`config.mk`:
```
export PLATFORM = sky130hd
export DESIGN_NAME = mem_stage
export DESIGN_NICKNAME = d
export VERILOG_FILES = /design/src/rtl/pipeline_pkg.sv /design/src/rtl/mem_lane_align.sv /design/src/rtl/mem_stage.sv
export SDC_FILE = /design/constraint.sdc
export NUM_CORES = 1
export LEC_CHECK = 0
export ABC_AREA = 1
export CAP_MARGIN = 40
export CORE_UTILIZATION = 50
export DETAILED_ROUTE_END_ITERATION = 8
export PLACE_DENSITY = 0.89
export RECOVER_POWER = 25
export SLEW_MARGIN = 30
export SYNTH_ARGS = -nofsm -noshare
export SYNTH_HDL_FRONTEND = slang
export SYNTH_SLANG_ARGS = --single-unit
```
`constraint.sdc`:
```
create_clock -name clk -period 3.6 [get_ports clk]
set_input_delay 1.08 -clock clk [delete_from_list [all_inputs] [get_ports clk]]
set_output_delay 1.08 -clock clk [all_outputs]
set_load 0.03 [all_outputs]
```
`src/rtl/pipeline_pkg.sv`:
```
// Shared definitions for the MEM stage: funct3 size codes, FSM states and timeout sizing.
package pipeline_pkg;

   localparam logic [2:0] F3_B  = 3'b000;
   localparam logic [2:0] F3_H  = 3'b001;
   localparam logic [2:0] F3_W  = 3'b010;
   localparam logic [2:0] F3_BU = 3'b100;
   localparam logic [2:0] F3_HU = 3'b101;

   typedef enum logic {
      IDLE   = 1'b0,
      ACCESS = 1'b1
   } state_e;

   localparam int unsigned DEF_TIMEOUT_CYCLES = 255;

   function automatic int unsigned timeout_cnt_w(input int unsigned cycles);
      return $clog2(cycles + 1);
   endfunction

   function automatic logic is_misaligned(input logic [2:0] f3, input logic [1:0] off);
      case (f3)
         F3_B, F3_BU: return 1'b0;
         F3_H, F3_HU: return off[0];
         default:     return off != 2'b00;
      endcase
   endfunction

endpackage

```
`src/rtl/mem_lane_align.sv`:
```
// Combinational lane steering: store byte enables/replication and load extract/extend.
module mem_lane_align
   import pipeline_pkg::*;
(
   input  logic [2:0]  i_funct3,
   input  logic [1:0]  i_off,
   input  logic [31:0] i_store_data,
   input  logic [31:0] i_rdata,
   output logic [3:0]  o_be,
   output logic [31:0] o_wdata,
   output logic [31:0] o_load_data
);

   logic [1:0]  w_off;
   logic [31:0] w_shifted;

   always_comb begin
      w_off   = '0;
      o_be    = '1;
      o_wdata = i_store_data;
      // Offset bits finer than the access size are dropped (H keeps addr[1], W uses lane 0).
      case (i_funct3)
         F3_B, F3_BU: begin
            w_off   = i_off;
            o_be    = 4'b0001 << w_off;
            o_wdata = {4{i_store_data[7:0]}};
         end
         F3_H, F3_HU: begin
            w_off   = {i_off[1], 1'b0};
            o_be    = 4'b0011 << w_off;
            o_wdata = {2{i_store_data[15:0]}};
         end
         F3_W:    ;
         default: ;
      endcase

      w_shifted = i_rdata >> {w_off, 3'b000};
      case (i_funct3)
         F3_B:    o_load_data = {{24{w_shifted[7]}}, w_shifted[7:0]};
         F3_BU:   o_load_data = {24'd0, w_shifted[7:0]};
         F3_H:    o_load_data = {{16{w_shifted[15]}}, w_shifted[15:0]};
         F3_HU:   o_load_data = {16'd0, w_shifted[15:0]};
         default: o_load_data = w_shifted;
      endcase
   end

endmodule

```
`src/rtl/mem_stage.sv`:
```
// MEM pipeline stage: req/ack data-memory access with timeout, load alignment and MEM/WB registers.
// Optional MEM_MISALIGN_TRAP_EN: misaligned H/W accesses complete without a request, flagged misalign_out.
module mem_stage
   import pipeline_pkg::*;
#(
   parameter int unsigned TIMEOUT_CYCLES = DEF_TIMEOUT_CYCLES
) (
   input  logic        clk,
   input  logic        reset,
   input  logic        in_valid,
   input  logic [31:0] alu_result_in,
   input  logic [31:0] store_data_in,
   input  logic [4:0]  rd_in,
   input  logic        reg_write_in,
   input  logic        mem_read_in,
   input  logic        mem_write_in,
   input  logic [2:0]  funct3_in,
   output logic        stall_out,
   output logic        dmem_req,
   output logic        dmem_we,
   output logic [31:0] dmem_addr,
   output logic [31:0] dmem_wdata,
   output logic [3:0]  dmem_be,
   input  logic        dmem_ack,
   input  logic [31:0] dmem_rdata,
   output logic        out_valid,
   output logic [31:0] alu_result_out,
   output logic [31:0] mem_data_out,
   output logic [4:0]  rd_out,
   output logic        reg_write_out,
   output logic        bus_err_out,
   output logic        misalign_out
);

   localparam int unsigned CNT_W = timeout_cnt_w(TIMEOUT_CYCLES);
   localparam logic [CNT_W-1:0] CNT_LAST = CNT_W'(TIMEOUT_CYCLES - 1);

   state_e           r_state;
   logic [CNT_W-1:0] r_cnt;
   logic [31:0]      r_alu;
   logic [4:0]       r_rd;
   logic             r_rw;
   logic             r_load;
   logic [2:0]       r_f3;
   logic             r_req, r_we;
   logic [31:0]      r_addr, r_wdata;
   logic [3:0]       r_be;
   logic             r_out_valid, r_out_rw, r_out_berr, r_out_mis;
   logic [31:0]      r_out_alu, r_out_mdata;
   logic [4:0]       r_out_rd;

   logic        w_memop, w_trap, w_timeout;
   logic [2:0]  w_lane_f3;
   logic [1:0]  w_lane_off;
   logic [3:0]  w_be;
   logic [31:0] w_wdata, w_load_data;

   assign w_memop   = mem_read_in | mem_write_in;
   assign w_timeout = (r_state == ACCESS) && (r_cnt == CNT_LAST);

`ifdef MEM_MISALIGN_TRAP_EN
   assign w_trap = w_memop & is_misaligned(funct3_in, alu_result_in[1:0]);
`else
   assign w_trap = 1'b0;
`endif

   // One aligner serves both directions: store lanes from the live inputs while IDLE,
   // load extraction from the latched size/offset while ACCESS.
   assign w_lane_f3  = (r_state == IDLE) ? funct3_in : r_f3;
   assign w_lane_off = (r_state == IDLE) ? alu_result_in[1:0] : r_alu[1:0];

   mem_lane_align u_align (
      .i_funct3     (w_lane_f3),
      .i_off        (w_lane_off),
      .i_store_data (store_data_in),
      .i_rdata      (dmem_rdata),
      .o_be         (w_be),
      .o_wdata      (w_wdata),
      .o_load_data  (w_load_data)
   );

   always_comb begin
      stall_out = 1'b0;
      if (reset) begin
         case (r_state)
            IDLE:    stall_out = in_valid & w_memop & ~w_trap;
            ACCESS:  stall_out = ~dmem_ack & ~w_timeout;
            default: stall_out = 1'b0;
         endcase
      end
   end

   always_ff @(posedge clk or negedge reset) begin
      if (!reset) begin
         r_state     <= IDLE;
         r_cnt       <= '0;
         r_alu       <= '0;
         r_rd        <= '0;
         r_rw        <= 1'b0;
         r_load      <= 1'b0;
         r_f3        <= '0;
         r_req       <= 1'b0;
         r_we        <= 1'b0;
         r_addr      <= '0;
         r_wdata     <= '0;
         r_be        <= '0;
         r_out_valid <= 1'b0;
         r_out_alu   <= '0;
         r_out_mdata <= '0;
         r_out_rd    <= '0;
         r_out_rw    <= 1'b0;
         r_out_berr  <= 1'b0;
         r_out_mis   <= 1'b0;
      end else begin
         r_out_valid <= 1'b0;
         r_out_rw    <= 1'b0;
         r_out_mdata <= '0;
         case (r_state)
            IDLE: begin
               if (in_valid) begin
                  if (!w_memop || w_trap) begin
                     r_out_valid <= 1'b1;
                     r_out_alu   <= alu_result_in;
                     r_out_rd    <= rd_in;
                     r_out_rw    <= reg_write_in & ~w_trap;
                     r_out_berr  <= 1'b0;
                     r_out_mis   <= w_trap;
                  end else begin
                     r_state <= ACCESS;
                     r_cnt   <= '0;
                     r_alu   <= alu_result_in;
                     r_rd    <= rd_in;
                     r_rw    <= reg_write_in;
                     r_load  <= mem_read_in & ~mem_write_in;
                     r_f3    <= funct3_in;
                     r_req   <= 1'b1;
                     r_we    <= mem_write_in;
                     r_addr  <= {alu_result_in[31:2], 2'b00};
                     r_wdata <= w_wdata;
                     r_be    <= w_be;
                  end
               end
            end
            ACCESS: begin
               if (dmem_ack || w_timeout) begin
                  r_state     <= IDLE;
                  r_req       <= 1'b0;
                  r_we        <= 1'b0;
                  r_out_valid <= 1'b1;
                  r_out_alu   <= r_alu;
                  r_out_rd    <= r_rd;
                  r_out_rw    <= r_rw & dmem_ack;
                  r_out_mdata <= (dmem_ack && r_load) ? w_load_data : '0;
                  r_out_berr  <= ~dmem_ack;
                  r_out_mis   <= 1'b0;
               end else begin
                  r_cnt <= r_cnt + CNT_W'(1);
               end
            end
            default: r_state <= IDLE;
         endcase
      end
   end

   assign dmem_req       = r_req;
   assign dmem_we        = r_we;
   assign dmem_addr      = r_addr;
   assign dmem_wdata     = r_wdata;
   assign dmem_be        = r_be;
   assign out_valid      = r_out_valid;
   assign alu_result_out = r_out_alu;
   assign mem_data_out   = r_out_mdata;
   assign rd_out         = r_out_rd;
   assign reg_write_out  = r_out_rw;
   assign bus_err_out    = r_out_berr;
   assign misalign_out   = r_out_mis;

endmodule

```
; ---- After elaboration in Yosys (flattened, before gate mapping)
; Index checks and enable logic that the tools add are counted.
[totals]
in_bits = 111
ff_bits = 192
output_inout_bits = 144
[op_classes]
n_reduce_logical = 10
bitwise_logic = 9
n_shift = 3
n_eq_ne = 9
muxes = 47
add_sub_neg = 1
[op_table]
columns = op, n
row1 = 32-bit 2-to-1 mux, 6
row2 = 32-bit one-hot mux with 2 select lines, 2
row3 = 32-bit one-hot mux with 4 select lines, 1
row4 = 32-bit by 5-bit >> shifter with 32-bit output, 1
row5 = 8-bit 2-to-1 mux, 3
row6 = 1-bit 2-to-1 mux, 18
row7 = 1-bit one-hot mux with 2 select lines, 8
row8 = 8-bit one-hot mux with 2 select lines, 1
row9 = 5-bit 2-to-1 mux, 3
row10 = 3-bit AND reduction, 4
row11 = 5-bit one-hot mux with 2 select lines, 1
row12 = "8-bit by 1-bit adder with 8-bit output, second input constant", 1
row13 = "8-bit equality test, second input constant", 1
row14 = "2-bit inequality test, second input constant", 4
row15 = 4-bit one-hot mux with 2 select lines, 1
row16 = "3-bit equality test, second input constant", 2
row17 = 1-bit AND, 4
row18 = 1-bit inverter, 4
row19 = 2-bit one-hot mux with 2 select lines, 1
row20 = 2-bit OR reduction, 2
row21 = "1-bit by 2-bit left shift with 4-bit output, first input constant", 1
row22 = "2-bit by 2-bit left shift with 4-bit output, first input constant", 1
row23 = "3-bit by 1-bit equality test with 1-bit output, second input constant", 1
row24 = 3-bit zero test, 1
row25 = 6 further kinds, 7

; ---- Logic depth before layout (Yosys ltp)
; Gate-level depths: netlist of the first run.
[depth]
depth_word = 9
depth_mapped = 13

; ---- Cells and area by module
; A second synthesis of the first run with hierarchy kept.
[unflattened]
hier_cells = 1020
area_unflattened_um2 = 7878.8
[modules_own_cells]
columns = module, instances, area_per_inst_um2, cells_each, seq_area_each_um2
row1 = mem_stage, 1, 6729.0, 780, 4028.9
row2 = mem_lane_align, 1, 1149.9, 240, 0.0

; ---- Worst setup path after synthesis of the first run
; No wires, ideal clock.
[synth_path]
path_type = input to output
startpoint = input port mem_write_in
endpoint = output port stall_out
setup_slack_ns = 0.509
path_buffers = 0
required_ns = 2.520
arrival_time_ns = 2.011
stages = 6
path_cell_list = nor2_1 -> inv_1 -> nand3_1 -> nand2_1 -> inv_1 -> nor2_1
[synth_via]
elab_chain_cells = 4
[synth_lines]
columns = item, line_no
row1 = "start, declared", mem_stage.sv:16  ; input logic mem_write_in,
row2 = 1-bit OR, mem_stage.sv:58  ; assign w_memop = mem_read_in | mem_write_in;
row3 = 1-bit AND, mem_stage.sv:86  ; IDLE: stall_out = in_valid & w_memop & ~w_trap;
row4 = 1-bit one-hot mux with 2 select lines, mem_stage.sv:85  ; case (r_state)
row5 = 1-bit 2-to-1 mux, mem_stage.sv:84  ; if (reset) begin
row6 = "end, declared", mem_stage.sv:18  ; output logic stall_out,
; Every way passes these cells.

; ---- Worst setup path after layout of the first run
[layout_path]
startpoint = input port dmem_ack
endpoint = output port stall_out
[layout_via]
elab_chain_cells = 4
[layout_lines]
columns = item, line_no
row1 = "start, declared", mem_stage.sv:24  ; input logic dmem_ack,
row2 = 1-bit inverter, mem_stage.sv:87  ; ACCESS: stall_out = ~dmem_ack & ~w_timeout;
row3 = 1-bit AND, mem_stage.sv:87
row4 = 1-bit one-hot mux with 2 select lines, mem_stage.sv:85
row5 = 1-bit 2-to-1 mux, mem_stage.sv:84
; Every way passes these cells.

==> reports/metrics.yaml, run 1 <==
worst_setup_path:
  cp_top_family: "buffers and inverters"
  start_kind: "input pin"
  slowest_stage: "clkdlybuf4s50_1"
  worst_setup_path_end_kind: "output port"
  path_class: "in -> out"
  cp_max_fo: 5
  cp_cell_sequence: "clkdlybuf4s50_1, nor2_1, nand2_1, nand2_1, inv_1, nor2_1, buf_4"
  crit_required_ns: 2.52
  cpPeakStageDelay_ns: 0.44
  arrival_ns: 2.26
  crit_buf_inv: 3
synthesis:
  synth_cells: 966
  synth-edff-count: 0
  synthesis.area_mm2: 0.007760
  ys_async_sr_fraction_pct: 100.0
  ys_types: 34
  yosysSeqAreaShare_pct: 51.92
  syn_avg_cell_area_um2: 8.033
  yosys_most_used_dff: "dfrtp_1"
  synth_seq_cells: 161
  yosys_warnings: 0
place:
  gp_congestion: 0.9068
  hpwl_mm: 14.42
  preCtsSetupSlack_ns: 0.2736
  portBuffers: 251
timing:
  maxSlewViolCount: 162
  hold_viol_final: 0
  period_needed_ns: 3.340
  setup_violations: 0
  fmax_mhz: 299.4
  finClkSkew_ns: 0.007915
  finalCritPeriodShare_pct: 92.77
  tns_ns: 0
  rsz0062_at_grt: "false"
  tightest_slew_ns: 2.177
  setup_ws_ns: 0.2603
  slew_headroom_pct: -45.16
outcome:
  status: "finished with violations"
  violations: "capacitance limit, slew limit"
clock_network:
  clock-root-buffer: "clkbuf_16"
  post-cts-setup-buffers: 0
  cts_buffers: 17
  ctsLongestPathBuffers: 2
  htree_levels: 4
  cts.sink_count: 161
  cts_hold_buf: 0
  cts_resized: 0
  cts_tree: "yes"
  worstSkewPairLatency_ns: 0.42
  clk_pin_slew_ns: 0.06
global_routing:
  grt_usage_pct: 27.41
  grt_util_met2_pct: 46.02
  top_usage_layer: "met2"
  grt_overflow: 0
  grt_antenna_before_repair: 0
  grt_pass1_wl_mm: 34.04
  grt_use_met1_pct: 33.36
  use_met3_pct: 7.086
  grt_start_max_net_pins: 162
  grt_pass1_vias: 6735
power_and_ir_drop:
  p_total_w: 0.006904
  power_density_mw_per_mm2: 648.7
  leakagePower_nw: 5.150
  ir_worst_vdd_mv: 0.3544
drt:
  wirelength_mm: 20.89
  ant_nets: 0
  first_pass_iters: 8
  vias: 7095
  drc: 0
  dr.first_iter.drc_count: 517
  wl_per_cell_um: 15.31
  vias_per_cell: 5.198
die:
  fp.dieH_um: 126.6
  die_w_um: 126.6
  start_util_pct: 51.05
  core_area_mm2: 0.01520
  io-pin-count: 255
  die_area_mm2: 0.01602
  num_rows: 45
cells_and_area:
  area_growth_pct: 37.17
  layout-drive-gt1-share_pct: 7.732
  antenna_cells: 0
  finalNetCount: 1281
flow_run:
  cap_viol_max_count: 1
hold_path:
  hold_path.class: "reg -> reg"
-- flip-flops by register name (all words and copies together) (netlist names), 3 cells and up --
name and cells:
r_cnt 8, dmem_be 4, r_f3 3, mem_data_out 32, r_alu 31, r_rd 5, alu_result_out 32, dmem_wdata 32
rd_out 5
-- worst paths after layout --
| path | depth (start not counted) | slack [ns] | end | startpoint |
|---|---|---|---|---|
| worst max-delay path | 7 | 0.26 | stall_out | dmem_ack |
| worst max register to register | 11 | 1.18 | mem_data_out[18]$_DFF_PN0_ | r_state$_DFF_PN0_ |
| worst min-delay path | 2 | 0.47 | alu_result_out[13]$_DFFE_PN0P_ | alu_result_out[13]$_DFFE_PN0P_ |
| min in group asynchronous | 2 | 1.41 | alu_result_out[6]$_DFFE_PN0P_ | reset |
| max in group asynchronous | 2 | 0.68 | r_state$_DFF_PN0_ | reset |
| worst min register to register | 2 | 0.47 | alu_result_out[13]$_DFFE_PN0P_ | alu_result_out[13]$_DFFE_PN0P_ |
-- cells in the mapped netlist (2+ instances only) --
master	count	area share [%]
nor3_1	2	0.13
clkbuf_1	24	1.2
nand2_1	354	17
dfrtp_1	161	52
o21ai_0	90	5.8
inv_1	77	3.7
buf_6	6	0.87
nand3_4	3	0.68
nor2_1	43	2.1
o21ai_1	8	0.52
a31oi_1	12	0.97
xor2_1	2	0.23
nand3_1	19	1.2
nor2_2	2	0.16
nor2_4	3	0.44
buf_1	4	0.19
nand3_2	2	0.26
buf_4	37	3.6
nand4_1	4	0.32
inv_2	16	0.77
a21oi_1	57	3.7
ha_1	2	0.32
nand2_8	3	0.77
o211ai_1	2	0.19
buf_2	10	0.64
nand2_2	14	1.1
nand2_4	2	0.29
-- cells by family (layout without fill, tap and decap cells) --
kind of cell	after synthesis	after routing	synth area share, %
other	1	3	0.04833
AO/OA/AOI/OAI	171	171	11.35
adder cells (fa/ha/maj)	2	2	0.3224
XOR/XNOR	2	2	0.2258
buffers and inverters	176	385	11.32
flip-flops	161	161	51.92
AND/OR/NAND/NOR	453	453	24.81
-- metal layers --
metal / share of wire [%] / up-vias
met1: 40 / 3332
met3: 7.8 / 51
met4: 3.1 / 0
met5: 0 / -
li1: - / 3389
met2: 49 / 323
-- layout make-up --
type / count / area, µm²
clock buffer: 18 / 429.2
clock inverter: 10 / 117.6
fill: 1138 / 4558
inverter: 94 / 357.8
multi-input combinational: 631 / 2873
sequential: 161 / 4030
tap: 188 / 235.2
timing repair buffer: 263 / 2601
-- cells in the final DEF (no fill, tap or decap), types with 3 or more instances in the layout --
cell               n
nand2_8            3
clkbuf_16         17
clkinvlp_4         4
nand2_2           14
nand3_4            4
o21ai_0           90
o21ai_1            8
inv_2             16
nand3_1           18
nor2_4             3
nor2_1            43
nand4_1            4
clkdlybuf4s50_1  249
a21oi_1           57
inv_1             77
nand2_1          354
conb_1             3
dfrtp_1          160
a31oi_1           12
buf_4             12
-- worst min-delay path: cells and delay by family, from the launching register on --
family	cells	cell delay, ns
DFF	1	0.34
and+or+nand+nor	2	0.09
-- power breakdown --
part / internal (W) / switching, W / leakage, nW
clock: 0.00100 / 0.000700 / 0.256
sequential: 0.00222 / 0.000256 / 2.03
combinational: 0.00104 / 0.00168 / 2.87
-- per-stage QoR --
stage          util [%]  cell area (µm²)  instances  hold WS, ns
2_1_floorplan         -             7767        968       0.4495
3_3_place_gp      66.50            10110       1337       0.4524
3_5_place_dp      66.50            10110       1337       0.4572
4_1_cts           70.10            10660       1365       0.4717
5_1_grt           70.02            10640       1365       0.4984
6_report          70.02            10640       1365       0.4686
Power figures use the tool's default switching activity.
==> run 2, diff against run 1 <==
- REMOVE_ABC_BUFFERS: unset -> 1
==> reports/metrics.yaml, run 2 (same netlist as run 1, synthesis figures left out) <==
power_and_ir_drop:
  power.share.switching_pct: 37.12
  power_frac_comb_pct: 38.1
  p_sw_w: 0.002666
  ir_worst_vdd_mv: 0.3634
  p_total_w: 0.007181
  leakagePower_nw: 5.220
  power.share.sequential_pct: 34.5
  power_density_mw_per_mm2: 666.4
  clkPwrFrac_pct: 27.5
  p_int_w: 0.004515
cells_and_area:
  antenna_cells: 0
  regArea_mm2: 0.004030
  layout-drive-gt1-share_pct: 8.051
  fill_cells: 1137
  multi_input_area_mm2: 0.002873
  finalNetCount: 1280
  area_growth_pct: 38.86
  final_common_cell: "nand2_1"
  layout_common_cells: "354 x nand2_1, 249 x clkdlybuf4s50_1, 160 x dfrtp_1, 90 x o21ai_0, 77 x inv_1"
timing:
  setup_violations: 0
  maxSlewViolCount: 162
  fmax_mhz: 289.4
  setup_ws_ns: 0.1445
  finClkSkew_ns: 0.008301
  slew_headroom_pct: -41.71
  rsz0062_at_grt: "false"
  finalCritPeriodShare_pct: 95.99
  period_needed_ns: 3.456
  hold_viol_final: 0
  tightest_slew_ns: 2.126
worst_setup_path:
  path_class: "in -> out"
  start_kind: "input pin"
  crit_required_ns: 2.52
  cp_max_fo: 5
  arrival_ns: 2.38
  worst_setup_path_end_kind: "output port"
global_routing:
  grt_pass1_vias: 6985
  grt_start_max_net_pins: 162
  grt_overflow: 0
  grt_pass1_wl_mm: 33.75
  grt_antenna_before_repair: 0
  grt_usage_pct: 26.87
clock_network:
  cts_resized: 0
  clock-root-buffer: "clkbuf_16"
  cts.sink_count: 161
  worstSkewPairLatency_ns: 0.41
  cts_tree: "yes"
  cts_hold_buf: 0
  ctsLongestPathBuffers: 2
  clk_pin_slew_ns: 0.06
  post-cts-setup-buffers: 0
  cts_buffers: 17
  htree_levels: 4
drt:
  wl_per_cell_um: 15.10
  vias_per_cell: 5.166
  first_pass_iters: 7
  drc: 0
  ant_nets: 0
  vias: 7067
  dr.first_iter.drc_count: 387
  wirelength_mm: 20.65
hold_path:
  hold_path.class: "reg -> reg"
flow_run:
  cap_viol_max_count: 1
die:
  die_area_mm2: 0.01602
  core_area_mm2: 0.01520
  io-pin-count: 255
  start_util_pct: 51.05
  num_rows: 45
  die_w_um: 126.6
  fp.dieH_um: 126.6
outcome:
  violations: "capacitance limit, slew limit"
  status: "finished with violations"
place:
  portBuffers: 251
  preCtsSetupSlack_ns: 0.1826
  hpwl_mm: 13.97
  gp_congestion: 0.9150
## run 2: cell types whose count changed in the layout (fill, tap and decap cells not counted), moves of 2 or more
cell        before  now
buf_12           0    2
clkinv_4         2    4
buf_4           12    8
clkbuf_8         0    4
bufinv_16        2    4
clkinvlp_4       4    1
## run 2: critical path: stages
cell and delay [ns]:
clkdlybuf4s50_1 0.45, nor2_1 0.17, nand2_1 0.14, nand2_1 0.11, inv_1 0.08, nor2_1 0.18, buf_12 0.15
## run 2: area by class of cell
type | instances | area share, %
clock buffers | 21 | 4.459
clock inverters | 11 | 1.637
inverters | 94 | 3.321
multi-input cells | 631 | 26.66
flip-flops and latches | 161 | 37.40
well taps | 188 | 2.183
repair buffers | 262 | 24.34
## run 2: stage by stage
| step | hold slack (ns) | utilization, % | TNS [ns] | instance area, µm² | std cells |
|---|---|---|---|---|---|
| floorplan | 0.4495 | - | -90.26 | 7247 | 886 |
| global placement | 0.4520 | 66.62 | 0 | 10130 | 1336 |
| detailed placement | 0.4580 | 66.64 | 0 | 10130 | 1336 |
| CTS | 0.4738 | 70.96 | 0 | 10790 | 1368 |
| global route | 0.4980 | 70.88 | 0 | 10780 | 1368 |
| finish | 0.4704 | 70.88 | 0 | 10780 | 1368 |
## run 2: power by group through the flow
stage | Clock (W) | Sequential [W] | Combinational, W
3_5_place_dp | 0 | 0.00250 | 0.00273
4_1_cts | 0.00201 | 0.00248 | 0.00275
2_1_floorplan | 0 | 0.00324 | 0.000759
6_report | 0.00197 | 0.00248 | 0.00273
3_3_place_gp | 0 | 0.00249 | 0.00268
5_1_grt | 0.00209 | 0.00253 | 0.00293
## run 2: metal layers
| metal | track usage [%] | share of wire, % | wire length, µm |
|---|---|---|---|
| met5 | 0 | 0 | 0 |
| met4 | 12.76 | 3.3 | 690 |
| met3 | 5.483 | 7.0 | 1442 |
| met2 | 45.21 | 49 | 10180 |
| met1 | 33.27 | 40 | 8335 |
## run 2: final timing paths
path / start / to / slack [ns] / depth (start not counted)
worst min register to register: alu_result_out[9]$_DFFE_PN0P_ / alu_result_out[9]$_DFFE_PN0P_ / 0.47 / 2
worst max-delay path: dmem_ack / stall_out / 0.14 / 7
max in group asynchronous: reset / r_state$_DFF_PN0_ / 0.75 / 2
worst max register to register: r_state$_DFF_PN0_ / mem_data_out[17]$_DFF_PN0_ / 1.08 / 11
worst min-delay path: alu_result_out[9]$_DFFE_PN0P_ / alu_result_out[9]$_DFFE_PN0P_ / 0.47 / 2
min in group asynchronous: reset / rd_out[1]$_DFFE_PN0P_ / 1.44 / 2
